==> src/rtl/cpu_ctrl_pkg.sv <==
// cpu_ctrl_pkg: shared hazard-controller state encodings and width defaults
package cpu_ctrl_pkg;
    localparam int REG_W_DEF = 6;
    localparam int CNT_W_DEF = 16;
    typedef enum logic [1:0] {
        RUN   = 2'd0,
        STALL = 2'd1,
        FLUSH = 2'd2
    } ctrl_state_t;
endpackage

==> src/rtl/sat_counter.sv <==
// sat_counter: enable-driven up counter that sticks at all-ones
module sat_counter #(
    parameter int W = 16
) (
    input  logic         clk,
    input  logic         rst,
    input  logic         en,
    output logic [W-1:0] cnt
);
    // count enabled edges, holding at the maximum value instead of wrapping
    always_ff @(posedge clk or posedge rst) begin
        if (rst) cnt <= '0;
        else if (en && cnt != '1) cnt <= cnt + 1'b1;
    end
endmodule

==> src/rtl/pipeline_hazard_ctrl.sv <==
// pipeline_hazard_ctrl: load-use stall / branch flush controller with perf counters and stall watchdog
module pipeline_hazard_ctrl
    import cpu_ctrl_pkg::*;
#(
    parameter int REG_W     = REG_W_DEF,
    parameter int CNT_W     = CNT_W_DEF,
    parameter int STALL_MAX = 2
) (
    input  logic             clk,
    input  logic             rst,
    input  logic             id_valid,
    input  logic [REG_W-1:0] id_rs,
    input  logic [REG_W-1:0] id_rt,
    input  logic             id_uses_rs,
    input  logic             id_uses_rt,
    input  logic             idex_regwrt,
    input  logic [REG_W-1:0] idex_rd,
    input  logic             exwb_regwrt,
    input  logic [REG_W-1:0] exwb_rd,
    input  logic             branch_taken,
    output logic             pc_hold,
    output logic             ifid_hold,
    output logic             idex_bubble,
    output logic             ifid_flush,
    output logic             exwb_flush,
    output logic [1:0]       state,
    output logic [CNT_W-1:0] stall_cnt,
    output logic [CNT_W-1:0] flush_cnt,
    output logic             stall_err
);
    localparam int RL_W = $clog2(STALL_MAX + 2);

    ctrl_state_t     st, nxt;
    logic            rs_hit, rt_hit, hazard, hold;
    logic [RL_W-1:0] run_len;

    assign rs_hit = (idex_regwrt && idex_rd == id_rs) || (exwb_regwrt && exwb_rd == id_rs);
    assign rt_hit = (idex_regwrt && idex_rd == id_rt) || (exwb_regwrt && exwb_rd == id_rt);
    assign hazard = id_valid && ((id_uses_rs && rs_hit) || (id_uses_rt && rt_hit));
    assign pc_hold   = hold;
    assign ifid_hold = hold;
    assign state     = st;

    // branch beats hazard; FLUSH and the unused encoding ignore hazard and fall back to RUN
    always_comb begin
        hold        = 1'b0;
        idex_bubble = 1'b0;
        ifid_flush  = 1'b0;
        exwb_flush  = 1'b0;
        nxt         = RUN;
        if (branch_taken) begin
            idex_bubble = 1'b1;
            ifid_flush  = 1'b1;
            exwb_flush  = 1'b1;
            nxt         = FLUSH;
        end else if (hazard && (st == RUN || st == STALL)) begin
            hold        = 1'b1;
            idex_bubble = 1'b1;
            nxt         = STALL;
        end
    end

    // state register plus consecutive-STALL watchdog; run_len stops just past the limit
    always_ff @(posedge clk or posedge rst) begin
        if (rst) begin
            st        <= RUN;
            run_len   <= '0;
            stall_err <= 1'b0;
        end else begin
            st <= nxt;
            if (st == STALL) begin
                if (run_len <= RL_W'(STALL_MAX)) run_len <= run_len + 1'b1;
                if (run_len >= RL_W'(STALL_MAX)) stall_err <= 1'b1;
            end else begin
                run_len <= '0;
            end
        end
    end

    sat_counter #(.W(CNT_W)) u_stall_cnt (
        .clk (clk),
        .rst (rst),
        .en  (idex_bubble && !branch_taken),
        .cnt (stall_cnt)
    );

    sat_counter #(.W(CNT_W)) u_flush_cnt (
        .clk (clk),
        .rst (rst),
        .en  (branch_taken),
        .cnt (flush_cnt)
    );
endmodule

==> config.mk <==
export PLATFORM = sky130hd
export DESIGN_NAME = pipeline_hazard_ctrl
export DESIGN_NICKNAME = d
export VERILOG_FILES = /design/src/rtl/cpu_ctrl_pkg.sv /design/src/rtl/sat_counter.sv /design/src/rtl/pipeline_hazard_ctrl.sv
export SDC_FILE = /design/constraint.sdc
export NUM_CORES = 1
export LEC_CHECK = 0
export ABC_AREA = 1
export CORE_MARGIN = 3
export CORE_UTILIZATION = 50
export CTS_CLUSTER_SIZE = 14
export DETAILED_ROUTE_END_ITERATION = 12
export DONT_BUFFER_PORTS = 1
export PLACE_DENSITY_LB_ADDON = 0.12
export RECOVER_POWER = 100
export REMOVE_ABC_BUFFERS = 1
export SETUP_SLACK_MARGIN = 0.1
export SYNTH_ARGS = -nofsm -noshare
export SYNTH_HDL_FRONTEND = slang
export SYNTH_SLANG_ARGS = --single-unit
export TNS_END_PERCENT = 10
==> constraint.sdc <==
create_clock -name clk -period 3.9 [get_ports clk]
set_clock_uncertainty 0.05 [all_clocks]
set_input_delay 0.78 -clock clk [delete_from_list [all_inputs] [get_ports clk]]
set_output_delay 0.78 -clock clk [all_outputs]
set_load 0.02 [all_outputs]
==> out/metrics.csv <==
metric,value,unit
Reg2Reg Setup Slack,1.29,ns
Post-CTS Hold Buffers,0,
Post-CTS Setup Repair Bufs,0,
first-pass GRT wire length,7.51,mm
Hold Crit Class,flop to flop,
Initial Utilization,0.535,
final hold vios,0,
vias per inst,4.90,
Worst Tran Pin Value,1.94,ns
vias in the first global route,1726,
initial antenna violation count,0,
# H-tree levels,2,
# diodes,0,
fin util,0.548,
Sink Count,37,
CTS Root Cell,clkbuf_8,
Required @ worst endpoint,3.07,ns
CTS tree,yes,
HPWL Detailed,3.56,mm
Critical Path AT,1.85,ns
Final period util,0.688,
area growth from synthesis to layout,2.46,%
final net count,356,
"EDFF count, synth",0,
Synth Warn #,0,
drt wl/cell,12.3,um
CTS buffer count,5,
reg2reg end,u_stall_cnt.cnt[0],
"antenna viol nets, final",0,
Core ar.,0.00447,mm2
worst setup margin,1.22,ns
Synth Cell Area,0.00239,mm2
Ports,72,
Die X,75.2,um
final wirelength,4.59,mm
Worst Hold Launch,run_len[0],
Placer Congestion,0.880,
main flop type after synthesis,dfrtp_1,
share of cells above drive strength 1,0.0531,
synthesized area per cell,7.55,um2
pin count of the biggest net entering global routing,38,
clock latency on the worst-skew pair,0.29,ns
Die H,75.2,um
r2r worst-path depth,11,
Detailed Route Iter0 Violations,75,
gr usage total,0.172,
status,"finished, violations left",
Clock Tree Buf Depth,2,
static leakage,0.00135,uW
grt ovf,0,
Pins Over Slew Limit,38,
Hold EP,run_len[0],
async set-reset flop share out of synthesis,1.00,
relative slew slack,-0.293,
DP Worst Slack,1.25,ns
max_cap viols,1,
VDD IR max,0.217,mV
fin crit period,2.68,ns
FP Rows,24,
sequential element share of the synthesized area,0.387,
drt pass-1 iters,4,
die area,0.00565,mm2
Vias,1823,
Post-Synthesis Cells,317,
Residual DRC,0,
clock-pin slew on the worst setup and hold paths,0.07,ns
CP Launch Type,primary input,
# resized after CTS,0,
hold path depth,1,
nature of the critical path endpoint,output pin,
port bufs,0,
final setup fails,0,
Yosys cell types,29,
PwrDens,379,mW/mm2
worst reg2reg startpoint,u_stall_cnt.cnt[0],
Worst Path Max Fanout,3,
RSZ-0062 raised after global routing,no,
setup TNS,0,ns
FMAX,373,MHz
worst setup path category,primary input to output pin,
"flops & latches, synth",37,
violated checks,"max-capacitance violations, max-slew violations",
-- through the flow --
stage / hold WS [ns] / cells / cell area, um2 / power, uW
after floorplan: 0.411 / 312 / 2350 / 593
after global placement: 0.431 / 365 / 2420 / 621
after detailed placement: 0.441 / 365 / 2420 / 627
after CTS: 0.451 / 372 / 2520 / 947
after global routing: 0.453 / 372 / 2450 / 985
final: 0.450 / 372 / 2450 / 929
-- worst max path at each step --
stage	to	slack, ns	cells after the start	startpoint
global route	u_stall_cnt.cnt[4]	0.89	11	u_stall_cnt.cnt[0]
finish	pc_hold	1.22	11	idex_rd[2]
global placement	pc_hold	1.28	10	idex_rd[2]
detailed placement	ifid_hold	1.25	11	idex_rd[2]
floorplan	ifid_hold	1.37	11	idex_rd[2]
CTS	ifid_hold	1.24	11	idex_rd[2]
-- per-layer routing --
metal | GRT usage | up-vias | wire length, um
met5 | 0 | - | 0
met4 | 0.0563 | 0 | 67
met3 | 0.0587 | 8 | 343
met2 | 0.289 | 43 | 2170
met1 | 0.206 | 810 | 2010
li1 | - | 962 | -
-- synth_stat cells (all sizes together), types with 4 or more instances --
library cell  number  area, um2
nand2            125        482
inv               45        169
dfrtp             37        926
nor2              26        141
xor2              20        175
xnor2             17        149
nand3             11       70.1
nor3               9       66.3
buf                5       45.0
nand4              5       46.3
a21oi              4       20.0
ha                 4       50.1
o21ai              4       20.0
-- flip-flops by register name (all words and copies together) (netlist names) --
name	flops
state	2
run_len	2
u_stall_cnt.cnt	16
u_flush_cnt.cnt	16
stall_err	1
-- placed cells by master (no fill, tap or decap), types with 4 or more instances in the layout --
cell type | Yosys | routed
nand2_1 | 122 | 125
ha_1 | 4 | 4
dfrtp_1 | 37 | 37
nor3_1 | 6 | 6
o21ai_0 | 4 | 4
clkbuf_8 | 0 | 5
xor2_1 | 20 | 20
nand3_1 | 8 | 10
nor2_1 | 20 | 23
inv_1 | 41 | 42
xnor2_1 | 17 | 17
a21oi_1 | 4 | 4
nand4_1 | 4 | 5
-- final cells by class --
type	instances	area (um2)
multi-input cells	229	1180
well taps	52	65.1
fillers	466	2020
clock buffers	5	68.8
repair buffers	1	3.75
clock inverters	2	35.0
inverters	46	173
flip-flops and latches	37	926
-- kinds of logic (layout without fill, tap and decap cells) --
| family | count (synthesis) | after routing | synth area share |
|---|---|---|---|
| simple gates | 179 | 179 | 0.346 |
| compound gates | 9 | 9 | 0.0204 |
| xor+xnor | 37 | 37 | 0.135 |
| flops | 37 | 37 | 0.387 |
| buf+inv | 51 | 54 | 0.0910 |
| fa+ha+maj | 4 | 4 | 0.0209 |
-- power breakdown --
part	switching [uW]	internal (uW)
Combinational	59.7	47.4
Clock	129	186
Sequential	90.2	417
Total	279	650
-- critical path: stages --
cell	delay, ns
inv_1	0.07
nand2_1	0.06
nand2_1	0.06
nand2_1	0.05
nor2_1	0.09
nand2_1	0.06
nand2_1	0.06
nand2_1	0.05
nand2_1	0.10
nand3_1	0.14
inv_1	0.33
No activity file was read; power rests on OpenSTA's default activity.
